==> src/rtl/usb_uart_rx.sv <==
// usb_uart_rx: UART receiver for the USB serial link (8N1, LSB first).
// Two-flop synchroniser, 16x oversampling with a 3-sample majority vote,
// and a small FIFO with a valid/ready output stream.
// Optional build macro USB_UART_RX_PARITY_EN switches the frame to 8E1 and
// adds the parity_err output.
module usb_uart_rx #(
  parameter int CLK_FREQ   = 100000000,
  parameter int BAUD       = 115200,
  parameter int FIFO_DEPTH = 16
) (
  input  logic                          clk,
  input  logic                          rst,
  input  logic                          usb_rx,
  output logic [7:0]                    m_data,
  output logic                          m_valid,
  input  logic                          m_ready,
  output logic                          frame_err,
  output logic                          overrun,
`ifdef USB_UART_RX_PARITY_EN
  output logic                          parity_err,
`endif
  output logic [$clog2(FIFO_DEPTH):0]   fifo_level
);

  localparam int DIV = CLK_FREQ / (BAUD * 16);
  localparam int CW  = (DIV > 1) ? $clog2(DIV) : 1;
  localparam int AW  = $clog2(FIFO_DEPTH);
  localparam int LW  = AW + 1;

  typedef enum logic [2:0] {IDLE, START, DATA, PARITY, STOP, BRK} state_e;

  state_e          state_q, state_d;
  logic            rx_m_q, rx_s_q;
  logic [CW-1:0]   cnt_q, cnt_d;
  logic [3:0]      tidx_q, tidx_d;
  logic [2:0]      bitcnt_q, bitcnt_d;
  logic [7:0]      shreg_q, shreg_d;
  logic            s7_q, s7_d, s8_q, s8_d;
  logic            push, ferr_set;
  logic            frame_err_q, overrun_q;
  logic            tick, decide, bit_end, dec;
`ifdef USB_UART_RX_PARITY_EN
  logic            par_ok_q, par_ok_d, perr_set, parity_err_q;
`endif

  logic [7:0]      mem_q [FIFO_DEPTH];
  logic [AW-1:0]   wptr_q, rptr_q;
  logic [LW-1:0]   level_q;
  logic            full, pop, wr;

  // Two-flop synchroniser; idles high so reset never looks like a start bit
  always_ff @(posedge clk) begin
    if (rst) begin
      rx_m_q <= 1'b1;
      rx_s_q <= 1'b1;
    end else begin
      rx_m_q <= usb_rx;
      rx_s_q <= rx_m_q;
    end
  end

  assign tick    = (cnt_q == CW'(DIV - 1));
  assign decide  = tick && (tidx_q == 4'd9);
  assign bit_end = tick && (tidx_q == 4'd15);
  assign dec     = (s7_q & s8_q) | (s7_q & rx_s_q) | (s8_q & rx_s_q);

  // Next-state logic: receiver FSM plus oversample timing and shift register
  always_comb begin
    state_d  = state_q;
    cnt_d    = tick ? '0 : cnt_q + CW'(1);
    tidx_d   = tick ? tidx_q + 4'd1 : tidx_q;
    bitcnt_d = bitcnt_q;
    shreg_d  = shreg_q;
    s7_d     = (tick && tidx_q == 4'd7) ? rx_s_q : s7_q;
    s8_d     = (tick && tidx_q == 4'd8) ? rx_s_q : s8_q;
    push     = 1'b0;
    ferr_set = 1'b0;
`ifdef USB_UART_RX_PARITY_EN
    par_ok_d = par_ok_q;
    perr_set = 1'b0;
`endif
    case (state_q)
      IDLE: begin
        // Timing held at zero so a frame starts counting from its falling edge
        cnt_d    = '0;
        tidx_d   = '0;
        bitcnt_d = '0;
        if (!rx_s_q) state_d = START;
      end
      START: begin
        if (decide && dec) state_d = IDLE;
        else if (bit_end)  state_d = DATA;
      end
      DATA: begin
        if (decide) shreg_d = {dec, shreg_q[7:1]};
        if (bit_end) begin
          bitcnt_d = bitcnt_q + 3'd1;
`ifdef USB_UART_RX_PARITY_EN
          if (bitcnt_q == 3'd7) state_d = PARITY;
`else
          if (bitcnt_q == 3'd7) state_d = STOP;
`endif
        end
      end
`ifdef USB_UART_RX_PARITY_EN
      PARITY: begin
        if (decide)  par_ok_d = ~(^shreg_q ^ dec);
        if (bit_end) state_d  = STOP;
      end
`endif
      STOP: begin
        // Leave at mid-stop so a back-to-back start edge is not missed
        if (decide) begin
          if (dec) begin
`ifdef USB_UART_RX_PARITY_EN
            if (par_ok_q) push = 1'b1;
            else          perr_set = 1'b1;
`else
            push = 1'b1;
`endif
            state_d = IDLE;
          end else begin
            ferr_set = 1'b1;
            state_d  = BRK;
          end
        end
      end
      BRK: begin
        if (rx_s_q) state_d = IDLE;
      end
      default: state_d = IDLE;
    endcase
  end

  // Receiver state registers
  always_ff @(posedge clk) begin
    if (rst) begin
      state_q     <= IDLE;
      cnt_q       <= '0;
      tidx_q      <= '0;
      bitcnt_q    <= '0;
      shreg_q     <= '0;
      s7_q        <= 1'b1;
      s8_q        <= 1'b1;
      frame_err_q <= 1'b0;
    end else begin
      state_q     <= state_d;
      cnt_q       <= cnt_d;
      tidx_q      <= tidx_d;
      bitcnt_q    <= bitcnt_d;
      shreg_q     <= shreg_d;
      s7_q        <= s7_d;
      s8_q        <= s8_d;
      frame_err_q <= ferr_set;
    end
  end

`ifdef USB_UART_RX_PARITY_EN
  // Parity result and error pulse
  always_ff @(posedge clk) begin
    if (rst) begin
      par_ok_q     <= 1'b0;
      parity_err_q <= 1'b0;
    end else begin
      par_ok_q     <= par_ok_d;
      parity_err_q <= perr_set;
    end
  end
  assign parity_err = parity_err_q;
`endif

  assign full = (level_q == LW'(FIFO_DEPTH));
  assign pop  = m_valid & m_ready;
  // A pop frees the slot in the same cycle, so a full FIFO still accepts
  assign wr   = push & (~full | pop);

  // Output FIFO storage, pointers and occupancy
  always_ff @(posedge clk) begin
    if (rst) begin
      for (int i = 0; i < FIFO_DEPTH; i++) mem_q[i] <= '0;
      wptr_q    <= '0;
      rptr_q    <= '0;
      level_q   <= '0;
      overrun_q <= 1'b0;
    end else begin
      if (wr) begin
        mem_q[wptr_q] <= shreg_q;
        wptr_q        <= wptr_q + AW'(1);
      end
      if (pop) rptr_q <= rptr_q + AW'(1);
      level_q   <= level_q + LW'(wr) - LW'(pop);
      overrun_q <= push & ~wr;
    end
  end

  assign m_data     = mem_q[rptr_q];
  assign m_valid    = (level_q != '0);
  assign fifo_level = level_q;
  assign frame_err  = frame_err_q;
  assign overrun    = overrun_q;

endmodule

==> config.mk <==
export PLATFORM = sky130hd
export DESIGN_NAME = usb_uart_rx
export DESIGN_NICKNAME = d
export VERILOG_FILES = /design/src/rtl/usb_uart_rx.sv
export SDC_FILE = /design/constraint.sdc
export NUM_CORES = 1
export LEC_CHECK = 0
export ABC_AREA = 1
export BUFFER_PORTS_ARGS = -buffer_cell sky130_fd_sc_hd__buf_2
export CAP_MARGIN = 20
export CORE_MARGIN = 2
export CORE_UTILIZATION = 54
export DETAILED_ROUTE_END_ITERATION = 12
export PLACE_DENSITY = 0.8
export SYNTH_ARGS = -nofsm -noshare
export SYNTH_HDL_FRONTEND = slang
export SYNTH_SLANG_ARGS = --single-unit
==> constraint.sdc <==
create_clock -name clk -period 7.6 [get_ports clk]
set_input_delay 0.38 -clock clk [delete_from_list [all_inputs] [get_ports clk]]
set_output_delay 0.38 -clock clk [all_outputs]
set_load 0.01 [all_outputs]
==> flow_summary.toml <==
[run_status]
outcome = "completed"

[sta]
maxSlewHeadroom_pct = 28.7
setup_viol = 0
finalSetupTns_ns = 0
tightest_slew_ns = 1.07
fin_skew_ns = 0.0142
finalHoldWorstSlack_ns = 0.119
min_period_ns = 3.69
hold_viol = 0
fin_crit_sh_pct = 48.5
rsz0062_at_grt = "false"
setup_ws_ns = 3.91
maxSlewViolCount = 0
max_freq_ghz = 0.271

[synth]
synthTopCellsByCount = "nor2_1 (179), edfxtp_1 (128), o21ai_0 (88)"
synth_cells = 788
synth_top_area_share_pct = 47.8
synth.most_common_cell = "nor2_1"
synth_cell_type_count = 37
synthTopCellsByArea = "edfxtp_1 (48%), dfxtp_1 (12%), nor2_1 (8.4%), o21ai_0 (5.5%), nor2_2 (3.3%)"
syn-cell-area_um2 = 8040
synth_nets = 811
ys_seq_area_share_pct = 59.5
synthArstFlopShare_pct = 0
syn_avg_cell_area_um2 = 10.2
synth-seq-cells = 175
synth-edff-count = 128
synth_area_leader_cell = "edfxtp_1"
yosys_warnings = 0
yosys_most_used_dff = "edfxtp_1"

[drt]
ant_nets = 0
drt-initial-drc-count = 630
wl_per_cell_um = 18.1
num_vias = 5789
routed_via_density = 5.86
first_pass_iters = 5
drc = 0
routed_wl_um = 17900

[placed_design]
dp_slack_ns = 4.43
port_buffers = 19
globalplace.congestion = 0.866
post-dp-hpwl_um = 11600

[critical_path]
path_delay_family = "buffers and inverters"
crit_slowest_cell = "clkinv_1"
crit_type = "reg2out"
worst_setup_path_end_kind = "output pin"
crit_top_cell = "buf_4"
crit_buf_inv = 4
worstPathArrival_ns = 3.31
required_ns = 7.22
start_kind = "flop"
crit_chain = "buf_4, clkinv_1, buf_4, o21ai_0, o221ai_1, o211ai_1, nand2_1, buf_2"
critPathMaxFanout = 65
r2r-start = "cnt_q[0]"
slowest_delay_ns = 0.82

[power_and_ir_drop]
p_total_mw = 2.38
vdd_drop_max_uv = 277
pwr-share-comb_pct = 18.4
p_int_mw = 1.65
switching_share_pct = 30.6
power_density_nw_per_um2 = 272
pwr-share-clk_pct = 34.1
leakagePower_nw = 2.90
power_frac_seq_pct = 47.6
p_switching_mw = 0.730

[floorplan]
io_pins = 20
core_um2 = 14500
start_util_pct = 55.3
die_x_um = 126
die_h_um = 126
design.die.area_um2 = 15900
rows = 44

[cts]
post_cts_buffers = 0
cts_max_level = 4
cts_sinks = 175
clock_latency_ns = 0.44
cts_tree = "done"
cts_max_path_buffers = 2
ctsResizeCount = 0
hold_buffers = 0
root_buffer = "clkbuf_16"
cts.reportedPaths.clkPinSlew_ns = 0.06
numCtsBuffers = 17

[grt]
grt_max_degree = 66
grt_pass1_wl_um = 28200
antenna_found_initial = 0
grt.overflow.total = 0
grt_pass1_vias = 5445
grt_usage_pct = 23.4

[cells_and_area]
multi_input_area_um2 = 2900
area.growth.synth_to_final_pct = 9.07
n_fill_cell = 1205
nets = 814
antenna_cells = 0
ff_latch_area_um2 = 4790
drive_gt1_share_pct = 15.4
finish.utilization_pct = 60.3

[worst_hold_path]
min_path_type = "in2reg"
min_from = "usb_rx"

[job]
cap_violations = 0
-- sequential cells by signal, summed over array words and instances, names as in the netlist, 3 cells and up, named ones only --
signal      cells
shreg_q         8
bitcnt_q        3
fifo_level      5
cnt_q           6
wptr_q          4
mem_q         128
state_q         3
rptr_q          4
tidx_q          4
-- final cells by class --
| cell class | instances | area share (%) |
|---|---|---|
| timing repair buffer | 22 | 1.34 |
| sequential | 175 | 54.6 |
| clock buffer | 17 | 4.85 |
| multi-input combinational | 522 | 33.0 |
| clock inverter | 15 | 1.31 |
| inverter | 53 | 2.27 |
| tap | 184 | 2.63 |
-- per-layer routing --
| layer | global-route usage (%) | wire [µm] | up-vias |
|---|---|---|---|
| met5 | 0 | 0 | - |
| met4 | 9.89 | 636 | 0 |
| met3 | 5.31 | 1190 | 51 |
| met2 | 38.8 | 9010 | 245 |
| met1 | 29.7 | 7080 | 2749 |
| li1 | - | - | 2744 |
-- cells by family after synthesis --
kind of cell	count (synthesis)	share of synthesized area, %
compound gates	157	11.4
xor+xnor	4	0.436
fa+ha+maj	19	3.05
buf+inv	91	4.47
flops	175	59.5
simple gates	342	21.1
-- worst paths after layout --
kind | to | slack, ns | cells past startpoint
setup reg to reg | fifo_level[4] | 4.78 | 14
hold / removal | rx_m_q | 0.12 | 2
setup / recovery | m_data[1] | 3.91 | 8
hold reg to reg | rx_s_q | 0.41 | 1
-- layout by cell type, fill, tap and decap left out, types with 4 or more instances in the layout --
cell type and n:
o211ai_1 6, o221ai_1 26, buf_2 19, clkinv_4 4
inv_1 42, clkinvlp_4 5, nand4_1 5, edfxtp_1 128
o22ai_1 6, dfxtp_1 46, nand3_1 25, o21ai_0 88
nand3_4 11, a21oi_1 27, clkinv_1 10, nor2_2 42
clkbuf_16 17, nand2_1 59, nor2_1 179, nand3_2 7
ha_1 18
-- power by group through the flow --
stage	logic [mW]	clock network [mW]	registers (mW)
6_report	0.438	0.812	1.13
2_1_floorplan	0.325	0	1.13
4_1_cts	0.436	0.817	1.13
5_1_grt	0.500	0.848	1.14
3_5_place_dp	0.434	0	1.15
3_3_place_gp	0.420	0	1.15
-- per-stage QoR --
step	cells	area [µm²]
finish	988	8770
global route	988	8770
CTS	988	8770
detailed placement	956	8230
global placement	956	8230
floorplan	788	8040
(Power assumes the default switching activity.)
